==> config.mk <==
export PLATFORM = sky130hd
export DESIGN_NAME = seg7_scan_decoder_flat
export DESIGN_NICKNAME = d
export VERILOG_FILES = /design/src/rtl/seg7_scan_decoder_pkg.sv /design/src/rtl/seg7_scan_decoder_if.sv /design/src/rtl/seg7_scan_decoder_pattern_decoder.sv /design/src/rtl/seg7_scan_decoder.sv /design/src/flat_wrapper.sv
export SDC_FILE = /design/constraint.sdc
export NUM_CORES = 1
export LEC_CHECK = 0
export ABC_AREA = 1
export CAP_MARGIN = 20
export CORE_MARGIN = 5
export CORE_UTILIZATION = 58
export CTS_BUF_LIST = sky130_fd_sc_hd__clkbuf_16
export CTS_CLUSTER_SIZE = 20
export DETAILED_ROUTE_END_ITERATION = 10
export PLACE_DENSITY = 0.89
export SLEW_MARGIN = 20
export SYNTH_ARGS = -nofsm -noshare
export SYNTH_HDL_FRONTEND = slang
export SYNTH_SLANG_ARGS = --single-unit
==> constraint.sdc <==
create_clock -name clk -period 5.5 [get_ports clk]
set_clock_uncertainty 0.05 [all_clocks]
set_input_delay 0.825 -clock clk [delete_from_list [all_inputs] [get_ports clk]]
set_output_delay 0.825 -clock clk [all_outputs]
set_load 0.005 [all_outputs]
==> src/rtl/seg7_scan_decoder_pkg.sv <==
`default_nettype none
// +----------------------------------------------------------------------------+
// | Package     : seg7_pkg                                                     |
// | Description : Shared 7-segment definitions. Holds the segment pattern      |
// |               type, the ten digit patterns (active-high, {a,b,c,d,e,f,g}, |
// |               MSB = a), the invalid-BCD code and the pattern->BCD lookup   |
// |               that the encoder side uses as well.                          |
// |               Optional feature macro: SEG_DP_EN (adds a decimal-point bit  |
// |               as the LSB of the segment bus).                              |
// | Revision    : 1.0 - initial release                                        |
// +----------------------------------------------------------------------------+
package seg7_pkg;

    typedef logic [6:0] seg7_t;

    localparam seg7_t SEG7_D0 = 7'b1111110;
    localparam seg7_t SEG7_D1 = 7'b0110000;
    localparam seg7_t SEG7_D2 = 7'b1101101;
    localparam seg7_t SEG7_D3 = 7'b1111001;
    localparam seg7_t SEG7_D4 = 7'b0110011;
    localparam seg7_t SEG7_D5 = 7'b1011011;
    localparam seg7_t SEG7_D6 = 7'b0011111;
    localparam seg7_t SEG7_D7 = 7'b1110000;
    localparam seg7_t SEG7_D8 = 7'b1111111;
    localparam seg7_t SEG7_D9 = 7'b1110011;

    localparam logic [3:0] BCD_INVALID = 4'hF;

    // Width of the physical segment bus: the decimal point rides in the LSB.
`ifdef SEG_DP_EN
    localparam int SEG_W = 8;
`else
    localparam int SEG_W = 7;
`endif

    // Returns {err, bcd}. Anything outside the ten digit shapes (blank
    // included) maps to err=1, bcd=BCD_INVALID.
    function automatic logic [4:0] seg7_to_bcd(input seg7_t seg);
        logic [4:0] w_res;
        case (seg)
            SEG7_D0: w_res = {1'b0, 4'd0};
            SEG7_D1: w_res = {1'b0, 4'd1};
            SEG7_D2: w_res = {1'b0, 4'd2};
            SEG7_D3: w_res = {1'b0, 4'd3};
            SEG7_D4: w_res = {1'b0, 4'd4};
            SEG7_D5: w_res = {1'b0, 4'd5};
            SEG7_D6: w_res = {1'b0, 4'd6};
            SEG7_D7: w_res = {1'b0, 4'd7};
            SEG7_D8: w_res = {1'b0, 4'd8};
            SEG7_D9: w_res = {1'b0, 4'd9};
            default: w_res = {1'b1, BCD_INVALID};
        endcase
        return w_res;
    endfunction

endpackage
`default_nettype wire

==> src/rtl/seg7_scan_decoder_if.sv <==
`default_nettype none
// +----------------------------------------------------------------------------+
// | Interface   : seg7_scan_decoder_if                                         |
// | Description : Display-bus monitor inputs and frame hand-off outputs of the |
// |               scan decoder.                                                |
// |   seg_in     segment lines {a..g} (plus dp as LSB with SEG_DP_EN)          |
// |   digit_sel  one-hot digit enable, bit i = digit i                         |
// |   out_ready  consumer ready                                                |
// |   out_valid  frame available, held until accepted                          |
// |   bcd_out    digit i in bits [4i+3:4i]                                     |
// |   digit_err  per-digit unknown-pattern flag                                |
// |   overrun    sticky frame-dropped flag                                     |
// |   dp_out     per-digit decimal point (SEG_DP_EN only)                      |
// |               Modports: slave = decoder, master = bus driver/consumer.     |
// |               Optional feature macro: SEG_DP_EN.                           |
// | Revision    : 1.0 - initial release                                        |
// +----------------------------------------------------------------------------+
interface seg7_scan_decoder_if
    import seg7_pkg::*;
#(
    parameter int NUM_DIGITS = 4
);
    logic [SEG_W-1:0]        seg_in;
    logic [NUM_DIGITS-1:0]   digit_sel;
    logic                    out_ready;
    logic                    out_valid;
    logic [4*NUM_DIGITS-1:0] bcd_out;
    logic [NUM_DIGITS-1:0]   digit_err;
    logic                    overrun;
`ifdef SEG_DP_EN
    logic [NUM_DIGITS-1:0]   dp_out;

    modport slave (
        input  seg_in, digit_sel, out_ready,
        output out_valid, bcd_out, digit_err, overrun, dp_out
    );
    modport master (
        output seg_in, digit_sel, out_ready,
        input  out_valid, bcd_out, digit_err, overrun, dp_out
    );
`else
    modport slave (
        input  seg_in, digit_sel, out_ready,
        output out_valid, bcd_out, digit_err, overrun
    );
    modport master (
        output seg_in, digit_sel, out_ready,
        input  out_valid, bcd_out, digit_err, overrun
    );
`endif
endinterface
`default_nettype wire

==> src/rtl/seg7_scan_decoder_pattern_decoder.sv <==
`default_nettype none
// +----------------------------------------------------------------------------+
// | Module      : seg7_pattern_decoder                                         |
// | Description : Combinational 7-segment pattern -> BCD lookup.               |
// |   seg  in  7  segment pattern {a..g}, active-high                          |
// |   bcd  out 4  decoded digit, BCD_INVALID for unknown shapes                |
// |   err  out 1  pattern is not one of the ten digit shapes                   |
// | Revision    : 1.0 - initial release                                        |
// +----------------------------------------------------------------------------+
module seg7_pattern_decoder
    import seg7_pkg::*;
(
    input  wire seg7_t      seg,
    output logic [3:0]      bcd,
    output logic            err
);
    logic [4:0] w_dec;

    assign w_dec = seg7_to_bcd(seg);
    assign err   = w_dec[4];
    assign bcd   = w_dec[3:0];

endmodule
`default_nettype wire

==> src/rtl/seg7_scan_decoder.sv <==
`default_nettype none
// +----------------------------------------------------------------------------+
// | Module      : seg7_scan_decoder                                            |
// | Description : Watches a multiplexed 7-segment display bus, decodes each    |
// |               digit once it has dwelt STABLE_CYCLES samples, assembles a   |
// |               NUM_DIGITS frame and hands it off with valid/ready.          |
// |   clk    in   system clock, rising edge                                   |
// |   reset  in   synchronous, active-high                                     |
// |   bus    slave modport of seg7_scan_decoder_if (segments, digit select,    |
// |          out_ready / out_valid, bcd_out, digit_err, overrun[, dp_out])     |
// |               Optional feature macro: SEG_DP_EN (decimal point capture).   |
// | Revision    : 1.0 - initial release                                        |
// +----------------------------------------------------------------------------+
module seg7_scan_decoder
    import seg7_pkg::*;
#(
    parameter int NUM_DIGITS    = 4,
    parameter int STABLE_CYCLES = 4
) (
    input  wire logic          clk,
    input  wire logic          reset,
    seg7_scan_decoder_if.slave bus
);
    localparam int               CNT_W      = $clog2(STABLE_CYCLES + 1);
    localparam logic [CNT_W-1:0] C_CNT_FULL = CNT_W'(STABLE_CYCLES);
    localparam logic [CNT_W-1:0] C_CNT_ONE  = CNT_W'(1);

    // Sample stage and dwell tracking
    logic [SEG_W-1:0]        r_seg_smp;
    logic [NUM_DIGITS-1:0]   r_sel_smp;
    logic [CNT_W-1:0]        r_cnt;
    logic [CNT_W-1:0]        w_cnt_next;
    logic                    w_change;
    logic                    w_sel_onehot;
    logic                    w_fire;

    // Decoder on the value entering the sample register
    seg7_t                   w_pattern;
    logic [3:0]              w_dec_bcd;
    logic                    w_dec_err;

    // Frame assembly
    logic [4*NUM_DIGITS-1:0] r_slot_bcd;
    logic [NUM_DIGITS-1:0]   r_slot_err;
    logic [NUM_DIGITS-1:0]   r_mask;
    logic                    w_full;
    logic                    w_accept;
    logic                    w_load;
    logic                    w_drop;

    // Output stage
    logic [4*NUM_DIGITS-1:0] r_bcd_out;
    logic [NUM_DIGITS-1:0]   r_err_out;
    logic                    r_valid;
    logic                    r_overrun;

`ifdef SEG_DP_EN
    logic [NUM_DIGITS-1:0]   r_slot_dp;
    logic [NUM_DIGITS-1:0]   r_dp_out;
`endif

    assign w_pattern = bus.seg_in[SEG_W-1 -: 7];

    seg7_pattern_decoder u_pattern_decoder (
        .seg (w_pattern),
        .bcd (w_dec_bcd),
        .err (w_dec_err)
    );

    // The incoming sample is compared with the one already held, so the
    // counter reaches STABLE_CYCLES on the edge that takes the
    // STABLE_CYCLES-th identical sample and the slot is written right there.
    assign w_change     = (bus.seg_in != r_seg_smp) || (bus.digit_sel != r_sel_smp);
    assign w_sel_onehot = $onehot(bus.digit_sel);

    always_comb begin
        w_cnt_next = r_cnt;
        if (!w_sel_onehot) begin
            w_cnt_next = '0;
        end else if (w_change) begin
            w_cnt_next = C_CNT_ONE;
        end else if (r_cnt != C_CNT_FULL) begin
            w_cnt_next = r_cnt + C_CNT_ONE;
        end
    end

    // Fire only on the transition into the full count: a saturated counter
    // with unchanged input means this dwell was already captured.
    assign w_fire = w_sel_onehot && (w_cnt_next == C_CNT_FULL) &&
                    (w_change || (r_cnt != C_CNT_FULL));

    assign w_full   = &r_mask;
    assign w_accept = r_valid & bus.out_ready;
    assign w_load   = w_full & (~r_valid | bus.out_ready);
    assign w_drop   = w_full & r_valid & ~bus.out_ready;

    always_ff @(posedge clk) begin
        if (reset) begin
            r_seg_smp <= '0;
            r_sel_smp <= '0;
            r_cnt     <= '0;
        end else begin
            r_seg_smp <= bus.seg_in;
            r_sel_smp <= bus.digit_sel;
            r_cnt     <= w_cnt_next;
        end
    end

    // A completed frame leaves the mask on the next edge whether it was
    // loaded or dropped; a capture on that same edge starts the next frame.
    always_ff @(posedge clk) begin
        if (reset) begin
            r_mask     <= '0;
            r_slot_bcd <= '0;
            r_slot_err <= '0;
`ifdef SEG_DP_EN
            r_slot_dp  <= '0;
`endif
        end else begin
            r_mask <= (w_full ? '0 : r_mask) | (w_fire ? bus.digit_sel : '0);
            for (int i = 0; i < NUM_DIGITS; i++) begin
                if (w_fire && bus.digit_sel[i]) begin
                    r_slot_bcd[4*i +: 4] <= w_dec_bcd;
                    r_slot_err[i]        <= w_dec_err;
`ifdef SEG_DP_EN
                    r_slot_dp[i]         <= bus.seg_in[0];
`endif
                end
            end
        end
    end

    always_ff @(posedge clk) begin
        if (reset) begin
            r_bcd_out <= '0;
            r_err_out <= '0;
            r_valid   <= 1'b0;
            r_overrun <= 1'b0;
`ifdef SEG_DP_EN
            r_dp_out  <= '0;
`endif
        end else begin
            if (w_load) begin
                r_bcd_out <= r_slot_bcd;
                r_err_out <= r_slot_err;
                r_valid   <= 1'b1;
`ifdef SEG_DP_EN
                r_dp_out  <= r_slot_dp;
`endif
            end else if (w_accept) begin
                r_valid   <= 1'b0;
            end

            if (w_drop) begin
                r_overrun <= 1'b1;
            end else if (w_accept) begin
                r_overrun <= 1'b0;
            end
        end
    end

    assign bus.out_valid = r_valid;
    assign bus.bcd_out   = r_bcd_out;
    assign bus.digit_err = r_err_out;
    assign bus.overrun   = r_overrun;
`ifdef SEG_DP_EN
    assign bus.dp_out    = r_dp_out;
`endif

endmodule
`default_nettype wire

==> src/flat_wrapper.sv <==
// flat-port wrapper written by rule: the top's interface ports become plain ports
module seg7_scan_decoder_flat import seg7_pkg::*;
#(
    parameter int NUM_DIGITS    = 4,
    parameter int STABLE_CYCLES = 4
)
  (clk, reset, bus_seg_in, bus_digit_sel, bus_out_ready, bus_out_valid, bus_bcd_out, bus_digit_err, bus_overrun);
  seg7_scan_decoder_if #(.NUM_DIGITS(NUM_DIGITS)) bus_i ();
  input  wire logic clk;
  input  wire logic reset;
  input wire logic [$bits(bus_i.seg_in)-1:0] bus_seg_in;
  input wire logic [$bits(bus_i.digit_sel)-1:0] bus_digit_sel;
  input wire logic [$bits(bus_i.out_ready)-1:0] bus_out_ready;
  output wire logic [$bits(bus_i.out_valid)-1:0] bus_out_valid;
  output wire logic [$bits(bus_i.bcd_out)-1:0] bus_bcd_out;
  output wire logic [$bits(bus_i.digit_err)-1:0] bus_digit_err;
  output wire logic [$bits(bus_i.overrun)-1:0] bus_overrun;
  assign bus_i.seg_in = bus_seg_in;
  assign bus_i.digit_sel = bus_digit_sel;
  assign bus_i.out_ready = bus_out_ready;
  assign bus_out_valid = bus_i.out_valid;
  assign bus_bcd_out = bus_i.bcd_out;
  assign bus_digit_err = bus_i.digit_err;
  assign bus_overrun = bus_i.overrun;
  seg7_scan_decoder #(.NUM_DIGITS(NUM_DIGITS), .STABLE_CYCLES(STABLE_CYCLES)) u_core (.clk(clk), .reset(reset), .bus(bus_i));
endmodule
==> metrics.md, run 1 <==
| Metric | Value |
|---|---|
| Synth warn | `0` |
| Worst-path clk slew | `0.05 ns` |
| GRT Residual Overflow | `0` |
| Critical path required time | `5.71 ns` |
| Fin. Hold Viols | `0` |
| Via/cell ratio | `5.16` |
| Setup crit end kind | `flop` |
| Avg WL per Cell | `13.0 um` |
| Worst Hold Endpoint | `u_core.bus.bcd_out[10]$_SDFFE_PP0P_` |
| Leak | `1.49 nW` |
| Reg-to-reg endpoint | `u_core.r_slot_bcd[7]$_SDFFE_PP0P_` |
| Final Non-Filler Cells | `476` |
| Layout fillers | `364` |
| Cell area after synthesis | `2730 um2` |
| Area grow syn2layout | `22.7%` |
| Vias in the first global route | `2346` |
| Register area | `1200 um2` |
| Unrepaired setup endpoints after global routing | `no` |
| Clock net sink count | `60` |
| Hold Startpoint | `u_core.r_slot_bcd[10]$_SDFFE_PP0P_` |
| Synth Net Count | `404` |
| Clock buffer depth | `2` |
| DRT Pass-1 Iters | `5` |
| H-tree depth | `3` |
| VDD IR max | `0.221 mV` |
| Die Footprint | `6190 um2` |
| Initial antenna violation count | `0` |
| Total CTS buffers | `9` |
| Synth Register Bits | `60` |
| DR vias | `2457` |
| Antenna viol nets, final | `0` |
| PortBufs | `35` |
| Worst Max-Slew Pin Slew | `1.02 ns` |
| Residual DRC | `0` |
| Worst Hold Path Cells | `2` |
| I/O pins | `36` |
| Placed Instances | `461` |
| Fin crit share | `0.742` |
| Pwr dens | `314 nW/um2` |
| Data arrival, critical path | `4.29 ns` |
| Nets | `438` |
| Max Clk Rate | `245 MHz` |
| Root Buffer | `clkbuf_16` |
| Number of diodes | `0` |
| Layout cells sized above 1 | `0.0498` |
| Critical path type | `primary input to flop` |
| Initial Utilization | `0.587` |
| Fin. max-slew vios | `0` |
| Worst reg2reg path depth | `11` |
| Status | `complete, no violations` |
| # rows | `25` |
| 1st-iter DRT viols | `207` |
| FF-to-FF setup slack | `3.07 ns` |
| Core area | `4660 um2` |
| Clock Latency Late Sink | `0.33 ns` |
| Hpwl dp | `4030 um` |
| Routability cong. | `0.847` |
| Final WL | `6200 um` |
| Die Ht | `78.7 um` |
| Global-route wire length before repair | `10400 um` |
| Avg Cell Area, Syn | `7.12 um2` |
| Gate Count Post-Synth | `384` |
| Area of the multi-input gates | `1230 um2` |
| Total GRT Usage | `0.217` |
| Die W | `78.7 um` |
| Slew Limit Headroom | `0.315` |
| Final setup vio count | `0` |
| Reg-to-Reg Start | `u_core.r_cnt[0]$_SDFF_PP0_` |
| CTS tree | `done` |
| # hold bufs at CTS | `0` |
| Setup TNS | `0 ns` |
| Startpoint types | `primary input` |
| Final Critical Period | `4.08 ns` |
| MaxCap Viol Count | `0` |
| Post-CTS Setup Bufs | `0` |
| Seq/Total Area, Yosys | `0.439` |
| Pin count of the biggest net entering global routing | `42` |
| Post-cts sizing count | `0` |
| Worst Path Max Fanout | `12` |
| HP Class | `flop to flop` |
| Count of cell types in the netlist | `27` |
-- cells by family (layout without fill, tap and decap cells) --
family,count (synthesis),in the layout,share of synthesized area
compound gates,51,51,0.0957
flops,60,60,0.439
xor+xnor,6,6,0.0192
simple gates,190,190,0.305
fa+ha+maj,6,6,0.0302
buf+inv,71,109,0.110
-- critical path, cell delays in order --
cell and delay [ns]:
clkdlybuf4s50_1 0.66, ha_1 0.29, ha_1 0.19, fa_1 0.48
nor3_4 0.30, inv_1 0.07, nor2_1 0.16, nand3_1 0.14
nor2_2 0.52, nand3_1 0.33, nand2_1 0.14, nand2_1 0.05
nor2_1 0.13
-- flip-flops by register name (all words and copies together) (netlist names), 3 cells and up --
signal	flops
u_core.r_seg_smp	7
u_core.r_mask	4
u_core.bus.digit_err	4
u_core.bus.bcd_out	16
u_core.r_sel_smp	4
u_core.r_slot_err	4
u_core.r_slot_bcd	16
u_core.r_cnt	3
-- layout make-up --
cell class | count | area share
Clock buffer | 9 | 0.0672
Inverter | 59 | 0.0660
Tap cell | 54 | 0.0201
Sequential cell | 60 | 0.358
Clock inverter | 6 | 0.0168
Multi-Input combinational cell | 253 | 0.367
Timing Repair Buffer | 35 | 0.104
-- worst max path at each step --
stage / startpoint / to / slack (ns) / cells past startpoint
floorplan: bus_digit_sel[0] / u_core.r_slot_bcd[11]$_SDFFE_PP0P_ / 2.49 / 13
global placement: bus_digit_sel[3] / u_core.r_slot_bcd[1]$_SDFFE_PP0P_ / 1.42 / 13
detailed placement: bus_digit_sel[3] / u_core.r_slot_bcd[3]$_SDFFE_PP0P_ / 1.21 / 13
CTS: bus_digit_sel[3] / u_core.r_slot_bcd[7]$_SDFFE_PP0P_ / 1.45 / 13
global route: bus_digit_sel[0] / u_core.r_slot_bcd[0]$_SDFFE_PP0P_ / 1.14 / 13
finish: bus_digit_sel[2] / u_core.r_slot_bcd[7]$_SDFFE_PP0P_ / 1.42 / 13
-- cell usage after synthesis --
| cell type | instances | area, um2 |
|---|---|---|
| nand2_1 | 86 | 323 |
| nor2_1 | 64 | 240 |
| dfxtp_1 | 60 | 1200 |
| inv_1 | 58 | 218 |
| a21oi_1 | 26 | 130 |
| o21ai_0 | 22 | 110 |
| nand4_1 | 16 | 100 |
| nand3_1 | 13 | 65.1 |
| clkbuf_1 | 8 | 30.0 |
| ha_1 | 5 | 62.6 |
| xnor2_1 | 5 | 43.8 |
| buf_6 | 2 | 22.5 |
| clkbuf_8 | 2 | 27.5 |
| nand3_4 | 2 | 35.0 |
| nor2_2 | 2 | 12.5 |
| nor3_1 | 2 | 10.0 |
| a211oi_1 | 1 | 7.51 |
| a21boi_0 | 1 | 7.51 |
| a31oi_1 | 1 | 6.26 |
| and3_1 | 1 | 6.26 |
| fa_1 | 1 | 20.0 |
| inv_2 | 1 | 3.75 |
| nand2_4 | 1 | 11.3 |
| nand3b_1 | 1 | 7.51 |
| nor3_4 | 1 | 16.3 |
| nor3b_1 | 1 | 7.51 |
| xor2_1 | 1 | 8.76 |
-- layer usage --
layer | global-route usage | vias to the layer above | part of all wire
li1 | - | 1274 | -
met1 | 0.233 | 1103 | 0.42
met2 | 0.386 | 67 | 0.51
met3 | 0.0482 | 13 | 0.054
met4 | 0.129 | 0 | 0.017
met5 | 0 | - | 0
-- cells in the final DEF, fill, tap and decap left out, types with 2 or more instances in the layout --
master,synthesis,final
nand2_1,86,86
nor2_1,64,64
dfxtp_1,60,60
inv_1,58,57
clkdlybuf4s50_1,0,35
a21oi_1,26,26
o21ai_0,22,22
nand4_1,16,16
nand3_1,13,13
clkbuf_16,0,9
xnor2_1,5,5
ha_1,5,5
clkinv_2,0,3
nor2_2,2,2
nand3_4,2,2
nor3_1,2,2
clkinv_1,0,2
-- where the power goes --
| part | switching, mW | leakage [nW] | internal (mW) |
|---|---|---|---|
| clock network | 0.190 | 0.138 | 0.343 |
| logic | 0.0495 | 0.865 | 0.0275 |
| registers | 0.00248 | 0.486 | 0.441 |
-- stage by stage --
stage | area, um2 | utilization | hold WS [ns] | power [mW] | setup WS (ns)
after floorplan | 2730 | - | 0.380 | 0.506 | 2.49
after global placement | 3070 | 0.659 | 0.390 | 0.523 | 1.42
after detailed placement | 3070 | 0.659 | 0.396 | 0.527 | 1.21
after CTS | 3350 | 0.719 | 0.405 | 1.06 | 1.45
after global routing | 3350 | 0.719 | 0.433 | 1.09 | 1.14
final | 3350 | 0.719 | 0.403 | 1.05 | 1.42
(Power assumes the default switching activity.)
==> run 2, diff against run 1 <==
--- a/config.mk
+++ b/config.mk
@@ -8,11 +8,11 @@
 export ABC_AREA = 1
 export CAP_MARGIN = 20
 export CORE_MARGIN = 5
-export CORE_UTILIZATION = 58
+export CORE_UTILIZATION = 49
 export CTS_BUF_LIST = sky130_fd_sc_hd__clkbuf_16
 export CTS_CLUSTER_SIZE = 20
 export DETAILED_ROUTE_END_ITERATION = 10
-export PLACE_DENSITY = 0.89
+export PLACE_DENSITY = 0.81
 export SLEW_MARGIN = 20
 export SYNTH_ARGS = -nofsm -noshare
 export SYNTH_HDL_FRONTEND = slang
==> constraint.sdc (replaced) <==
create_clock -name clk -period 3.4 [get_ports clk]
set_clock_uncertainty 0.05 [all_clocks]
set_input_delay 0.51 -clock clk [delete_from_list [all_inputs] [get_ports clk]]
set_output_delay 0.51 -clock clk [all_outputs]
set_load 0.005 [all_outputs]
==> metrics.md, run 2 (synthesis results as in run 1) <==
| Metric | Value |
|---|---|
| Status | `complete, no violations` |
| Worst-path clk slew | `0.05 ns` |
| Setup crit end kind | `flop` |
| Fin. max-slew vios | `0` |
| Crit-path leading delay family | `simple AND/OR/NAND/NOR gates` |
| FF-to-FF setup slack | `1.36 ns` |
| Critical path required time | `3.60 ns` |
| Via/cell ratio | `4.95` |
| Placed Instances | `486` |
| 1st-iter DRT viols | `156` |
| Final setup vio count | `0` |
| WHS | `0.405 ns` |
| Worst Path Max Fanout | `10` |
| Final Non-Filler Cells | `501` |
| Critical path's slowest cell | `fa_1` |
| Slew Limit Headroom | `0.356` |
| Startpoint types | `primary input` |
| Post-cts sizing count | `0` |
| Critical path buffer and inverter count | `3` |
| Number of diodes | `0` |
| MaxCap Viol Count | `0` |
| Utilization after layout | `0.631` |
| Critical path type | `primary input to flop` |
| CTS tree | `done` |
| PortBufs | `35` |
| Root Buffer | `clkbuf_16` |
| Final Critical Period | `3.13 ns` |
| Clock buffer depth | `2` |
| Nets | `445` |
| Initial antenna violation count | `0` |
| Leak | `1.54 nW` |
| Fin crit share | `0.919` |
| Vias in the first global route | `2301` |
| Pwr dens | `512 nW/um2` |
| Routability cong. | `0.873` |
| Unrepaired setup endpoints after global routing | `no` |
| Worst Hold Path Cells | `2` |
| Max Clk Rate | `320 MHz` |
| Data arrival, critical path | `3.33 ns` |
| DR vias | `2480` |
| Die W | `84.7 um` |
| Total CTS buffers | `9` |
| Clock Latency Late Sink | `0.32 ns` |
| Total GRT Usage | `0.172` |
| CP peak stage delay | `0.48 ns` |
| Area grow syn2layout | `26.3%` |
| Global-route wire length before repair | `9970 um` |
| Pin count of the biggest net entering global routing | `41` |
| Clock net sink count | `60` |
| DRT Pass-1 Iters | `5` |
| # hold bufs at CTS | `0` |
| Final WL | `5760 um` |
| Residual DRC | `0` |
| I/O pins | `36` |
| GRT Residual Overflow | `0` |
| Most common cell after layout, fill and taps aside | `nand2_1` |
| Fin. Hold Viols | `0` |
| Post-CTS Setup Bufs | `0` |
| Hpwl dp | `4140 um` |
| Worst reg2reg path depth | `8` |
| CP Depth | `14` |
| Avg WL per Cell | `11.5 um` |
| Layout cells sized above 1 | `0.0629` |
| Die Footprint | `7170 um2` |
| H-tree depth | `3` |
| Die Ht | `84.7 um` |
| Layout fillers | `497` |
| HP Class | `flop to flop` |
| Antenna viol nets, final | `0` |
| Initial Utilization | `0.500` |
| Crit path cell chain | `clkdlybuf4s50_1, ha_1, ha_1, fa_1, nor3_4, inv_1, nor2_1, nand3_1, nor2_2, buf_4, nand3_4, nand2_1, nand2_1, nor2_1` |
| Most frequent cells in the layout | `86 x nand2_1, 64 x nor2_1, 60 x dfxtp_1` |
| Worst Max-Slew Pin Slew | `0.965 ns` |
| VDD IR max | `0.414 mV` |
| Core area | `5470 um2` |
| # rows | `27` |
run 2: cell types whose count changed in the layout (fill, tap and decap cells not counted):
| cell | before | now |
|---|---|---|
| buf_4 | 0 | 7 |
| inv_1 | 57 | 58 |
| clkinv_2 | 3 | 1 |
| bufinv_16 | 1 | 2 |
run 2: layer usage:
layer	track usage	share of wire	wire length, um	vias to the layer above
met5	0	0	0	-
met4	0.0748	0.019	107	0
met3	0.0687	0.066	381	15
met2	0.290	0.48	2760	66
met1	0.193	0.44	2510	1113
li1	-	-	-	1286
run 2: stage by stage:
| stage | instance area (um2) | setup WS (ns) | TNS [ns] | total power [mW] |
|---|---|---|---|---|
| 2_1_floorplan | 2730 | 0.707 | 0 | 0.818 |
| 3_3_place_gp | 3150 | 0.0565 | 0 | 0.853 |
| 3_5_place_dp | 3150 | -0.0579 | -0.159 | 0.857 |
| 4_1_cts | 3450 | 0.276 | 0 | 1.78 |
| 5_1_grt | 3450 | 0.100 | 0 | 1.83 |
| 6_report | 3450 | 0.275 | 0 | 1.77 |
run 2: worst paths after layout:
path	start	to
max	bus_digit_sel[0]	u_core.r_slot_bcd[9]$_SDFFE_PP0P_
min	u_core.r_slot_bcd[0]$_SDFFE_PP0P_	u_core.bus.bcd_out[0]$_SDFFE_PP0P_
max reg2reg	u_core.r_cnt[0]$_SDFF_PP0_	u_core.r_slot_bcd[9]$_SDFFE_PP0P_
min reg2reg	u_core.r_slot_bcd[0]$_SDFFE_PP0P_	u_core.bus.bcd_out[0]$_SDFFE_PP0P_
run 2: power by group:
group	switching, mW	internal [mW]	total [mW]
logic	0.0787	0.0488	0.127
clock network	0.295	0.629	0.924
registers	0.00380	0.713	0.717
run 2: layout make-up:
| cell class | instances | area, um2 | area share |
|---|---|---|---|
| timing repair buffer | 42 | 403 | 0.117 |
| clock inverter | 6 | 80.1 | 0.0232 |
| tap | 72 | 90.1 | 0.0261 |
| sequential | 60 | 1200 | 0.348 |
| multi-input combinational | 253 | 1230 | 0.357 |
| inverter | 59 | 221 | 0.0642 |
| clock buffer | 9 | 225 | 0.0652 |
run 2: worst register-to-register path: stages, from the launching register on:
cell and delay, ns:
dfxtp_1 0.33, inv_1 0.07, ha_1 0.20, nand2_1 0.14
o21ai_0 0.14, a21boi_0 0.49, nand4_1 0.28, nor2_1 0.17
nor2_1 0.06
